File: src/rtl/comp_pkg.sv
// Shared encodings for the serial magnitude comparator:
// FSM states and the three-way decision result.
package comp_pkg;

  typedef enum logic [1:0] {
    ST_IDLE  = 2'b00,
    ST_SHIFT = 2'b01,
    ST_HOLD  = 2'b10
  } state_e;

  typedef enum logic [1:0] {
    RES_EQ = 2'b00,
    RES_GT = 2'b01,
    RES_LT = 2'b10
  } res_e;

endpackage

File: src/rtl/comp_step.sv
// One MSB-first decision step: the first differing bit pair
// fixes the result, and every later pair leaves it alone.
module comp_step
  import comp_pkg::*;
(
  input  res_e prev_res,
  input  logic a_bit,
  input  logic b_bit,
  output res_e next_res
);

  always_comb begin
    next_res = prev_res;
    if (prev_res == RES_EQ && a_bit != b_bit) begin
      next_res = a_bit ? RES_GT : RES_LT;
    end
  end

endmodule

File: src/rtl/serial_comp.sv
// Bit-serial unsigned comparator, MSB first, with a
// valid/ready result hold stage and restart-on-start.
module serial_comp
  import comp_pkg::*;
#(
  parameter int WIDTH = 8
) (
  input  logic                       clk,
  input  logic                       rst,
  input  logic                       start,
  input  logic                       bit_valid,
  input  logic                       a_bit,
  input  logic                       b_bit,
  output logic                       busy,
  output logic                       res_valid,
  input  logic                       res_ready,
  output logic                       gt,
  output logic                       eq,
  output logic                       lt,
  output logic [$clog2(WIDTH+1)-1:0] bit_cnt
);

  localparam int CW = $clog2(WIDTH + 1);

  state_e        state_q, state_d;
  res_e          dec_q, dec_d;
  res_e          step_res;
  logic [CW-1:0] cnt_q, cnt_d;

  comp_step u_step (
    .prev_res (dec_q),
    .a_bit    (a_bit),
    .b_bit    (b_bit),
    .next_res (step_res)
  );

  always_comb begin
    state_d = state_q;
    cnt_d   = cnt_q;
    dec_d   = dec_q;
    unique case (state_q)
      ST_IDLE: begin
        if (start) begin
          state_d = ST_SHIFT;
          cnt_d   = '0;
          dec_d   = RES_EQ;
        end
      end
      ST_SHIFT: begin
        // A start here wins over a same-cycle bit pair.
        if (start) begin
          cnt_d = '0;
          dec_d = RES_EQ;
        end else if (bit_valid) begin
          dec_d = step_res;
          cnt_d = cnt_q + CW'(1);
          if (cnt_q == CW'(WIDTH - 1)) begin
            state_d = ST_HOLD;
          end
        end
      end
      ST_HOLD: begin
        if (res_ready) begin
          cnt_d   = '0;
          dec_d   = RES_EQ;
          state_d = start ? ST_SHIFT : ST_IDLE;
        end
      end
      default: begin
        state_d = ST_IDLE;
        cnt_d   = '0;
        dec_d   = RES_EQ;
      end
    endcase
  end

  always_ff @(posedge clk or posedge rst) begin
    if (rst) begin
      state_q <= ST_IDLE;
      cnt_q   <= '0;
      dec_q   <= RES_EQ;
    end else begin
      state_q <= state_d;
      cnt_q   <= cnt_d;
      dec_q   <= dec_d;
    end
  end

  assign busy      = (state_q == ST_SHIFT);
  assign res_valid = (state_q == ST_HOLD);
  assign gt        = res_valid && (dec_q == RES_GT);
  assign eq        = res_valid && (dec_q == RES_EQ);
  assign lt        = res_valid && (dec_q == RES_LT);
  assign bit_cnt   = cnt_q;

endmodule
File: config.mk
export PLATFORM = sky130hd
export DESIGN_NAME = serial_comp
export DESIGN_NICKNAME = d
export VERILOG_FILES = /design/src/rtl/comp_pkg.sv /design/src/rtl/comp_step.sv /design/src/rtl/serial_comp.sv
export SDC_FILE = /design/constraint.sdc
export NUM_CORES = 1
export LEC_CHECK = 0
export ABC_AREA = 1
export CAP_MARGIN = 0
export CELL_PAD_IN_SITES_DETAIL_PLACEMENT = 1
export CELL_PAD_IN_SITES_GLOBAL_PLACEMENT = 1
export CORE_MARGIN = 5
export CORE_UTILIZATION = 30
export DETAILED_ROUTE_END_ITERATION = 12
export PLACE_DENSITY = 0.74
export SETUP_SLACK_MARGIN = 0.3
export SLEW_MARGIN = 0
export SYNTH_ARGS = -nofsm -noshare
export SYNTH_HDL_FRONTEND = slang
export SYNTH_SLANG_ARGS = --single-unit
File: constraint.sdc
create_clock -name clk -period 1.4 [get_ports clk]
set_input_delay 0.28 -clock clk [delete_from_list [all_inputs] [get_ports clk]]
set_output_delay 0.28 -clock clk [all_outputs]
set_load 0.02 [all_outputs]
==> results.toml <==
[sta]
finClkSkew_ns = 0.00785
fmax_mhz = 703
setup-violations-final = 3
slew_headroom = 0.768
tightest_slew_ns = 0.347
worst_slack_ns = -0.0228
slew_viol_final = 0
fin_crit_sh = 1.02
finalHoldViolations = 0
rsz0062_at_grt = "true"
fin_crit_ns = 1.42
whs_ns = 0.281

[logic_synthesis]
syn_nets = 85
seq_area_frac_synth = 0.374
syn_area_per_cell_um2 = 6.95
ys_warn_count = 0
synth-seq-cells = 8
synth_compound_area_frac = 0.0327
synth_top_family_by_area = "simple AND/OR/NAND/NOR gates"
synth-adder-area-share = 0.0234
syn_inst = 77
yosysUniqueCellTypes = 17
synth_xor_area_frac = 0
synthSimpleGateAreaFrac = 0.479
synth_area_um2 = 536
muxShareOfSynthArea = 0

[cts]
cts_buffers = 3
clk_transition_reported_paths_ns = 0.07
cts_root_buf = "clkbuf_4"
cts_tree = "built"
cts_buffer_depth = 2
clk_latency_ns = 0.26
htreeDepth = 1
cts.sinks = 8

[status]
status = "finished with violations"
failed_checks = "negative setup slack"

[grt]
antenna_found_initial = 0
grt_max_degree = 9
grt_overflow = 0
grt.total_usage = 0.159
grt_pass1_vias = 739
grt_pass1_wl_mm = 3.15

[setup_path]
required_ns = 1.12
path_cells = "nor2_4, inv_4, nor3_4, buf_6"
critPathBufInv = 2
worst-setup-path-type = "flip-flop to primary output"
cp_max_fo = 3
cp.arrival_ns = 1.14
critPathTopFamily = "flip-flops"
critPathMaxStageDelay_ns = 0.42
regToRegSetupSlack_ns = 0.06
critPathCaptureType = "primary output"
start_kind = "flip-flop"
slowest_stage = "dfrtp_1"

[routing]
drt_pass1_iterations = 4
via_per_inst = 4.45
drt_wl_total_mm = 1.83
drt_iter0_drc = 1
ant_nets = 0
wire_per_inst_um = 13.0
vias = 623
route.detailed.drc = 0

[die]
ioPinCount = 16
start_util = 0.314
placementRows = 15
die_h_um = 52.3
core_um2 = 1710
die_x_um = 52.3
die-area_um2 = 2730

[finish]
fin_nets = 124
final_core_util = 0.593
drive_above_1_share = 0.496
areaGrowthSynthToFinish_pct = 89.3
fill_cells = 198
final_area_um2 = 1010
antenna_cells = 0

[placed_design]
io_buffers = 15
gp_congestion = 0.714
place_area_um2 = 900
hpwl_mm = 1.42

[power]
ir_drop_mv = 1.02
p_leak_nw = 0.499
p_per_area_nw_per_um2 = 1440

[worst_hold_path]
hold_path.class = "input port to asynchronous set/reset pin"

[job]
drv_cap = 0
cell families after synthesis:
family | count (synthesis)
AO/OA/AOI/OAI | 3
AND/OR/NAND/NOR | 52
flip-flops | 8
adder cells (fa/ha/maj) | 1
buffers and inverters | 13
worst paths after layout:
check / startpoint / cells past startpoint / to
worst min-delay path: rst / 2 / dec_q[0]
worst min register to register: dec_q[0] / 3 / dec_q[0]
max in group asynchronous: rst / 2 / bit_cnt[1]
min in group clk: start / 5 / bit_cnt[3]
worst max register to register: state_q[0] / 9 / dec_q[0]
worst max-delay path: state_q[0] / 4 / gt
per-stage QoR:
step | worst slack, ns | power [mW] | TNS (ns) | instances
5_1_grt | -0.125 | 1.57 | -0.484 | 140
3_5_place_dp | -0.236 | 1.12 | -1.21 | 134
3_3_place_gp | -0.180 | 1.09 | -0.806 | 134
4_1_cts | -0.0243 | 1.44 | -0.0471 | 139
2_1_floorplan | 0.183 | 0.757 | 0 | 77
6_report | -0.0228 | 1.45 | -0.0592 | 140
layer usage:
metal | vias to the layer above | share of wire | global-route usage | wire length (um)
li1 | 316 | - | - | -
met1 | 295 | 0.41 | 0.170 | 754
met2 | 10 | 0.56 | 0.310 | 1030
met3 | 2 | 0.014 | 0.0171 | 25
met4 | 0 | 0.0099 | 0.0638 | 18
met5 | - | 0 | 0 | 0
synthesized netlist by cell type:
| cell type | number | area [um^2] |
|---|---|---|
| nand2_1 | 22 | 82.6 |
| inv_1 | 9 | 33.8 |
| dfrtp_1 | 8 | 200 |
| nor2_1 | 8 | 30.0 |
| nand3_1 | 6 | 30.0 |
| inv_2 | 4 | 15.0 |
| nand2_2 | 3 | 18.8 |
| nand3_2 | 3 | 30.0 |
| nand4_1 | 3 | 18.8 |
| nor2_2 | 3 | 18.8 |
| nor3_1 | 2 | 10.0 |
| a21boi_1 | 1 | 7.51 |
| ha_1 | 1 | 12.5 |
| nor2_4 | 1 | 11.3 |
| o21ai_0 | 1 | 5.00 |
| o21ai_1 | 1 | 5.00 |
| or2_2 | 1 | 6.26 |
state kept, by name, indices dropped and copies added, names as in the netlist:
register / cells
bit_cnt: 4
state_q: 2
dec_q: 2
cells in the final DEF (no fill, tap or decap), types with 2 or more instances in the layout:
master	synthesis	layout
nor2_4	1	5
dfrtp_1	8	5
dfrtp_2	0	3
nand3_4	0	3
inv_4	0	2
clkdlybuf4s50_1	0	5
inv_2	4	4
nand2_2	3	2
nor2_1	8	6
nand2_1	22	22
buf_6	0	13
o21ai_1	1	2
nand3_1	6	6
nor3_4	0	2
buf_4	0	15
nand4_1	3	3
clkbuf_4	0	3
inv_1	9	7
timing repair:
action | in CTS | in global routing
cloned | 0 | 0
pin swaps | 3 | 2
resized for setup | 65 | 6
setup buffers | 1 | 1
endpoints found under the setup margin | 17 | 16
endpoints found under the hold margin | 0 | 0
hold buffers | 0 | 0
power breakdown:
group | switching [mW] | internal (mW) | leakage [nW] | total (mW)
Clock | 0.0914 | 0.110 | 0.0150 | 0.201
Combinational | 0.440 | 0.426 | 0.386 | 0.867
Sequential | 0.0796 | 0.307 | 0.0987 | 0.387
Total | 0.611 | 0.844 | 0.499 | 1.45
cell type report:
| class | count | area (um^2) | share of cell area |
|---|---|---|---|
| Multi-Input combinational cell | 56 | 380 | 0.375 |
| Timing Repair Buffer | 34 | 318 | 0.314 |
| Tap cell | 25 | 31.3 | 0.0309 |
| Sequential cell | 8 | 204 | 0.201 |
| Inverter | 13 | 53.8 | 0.0531 |
| Clock buffer | 4 | 26.3 | 0.0259 |
Note: power is estimated with default switching activity, not from simulation.
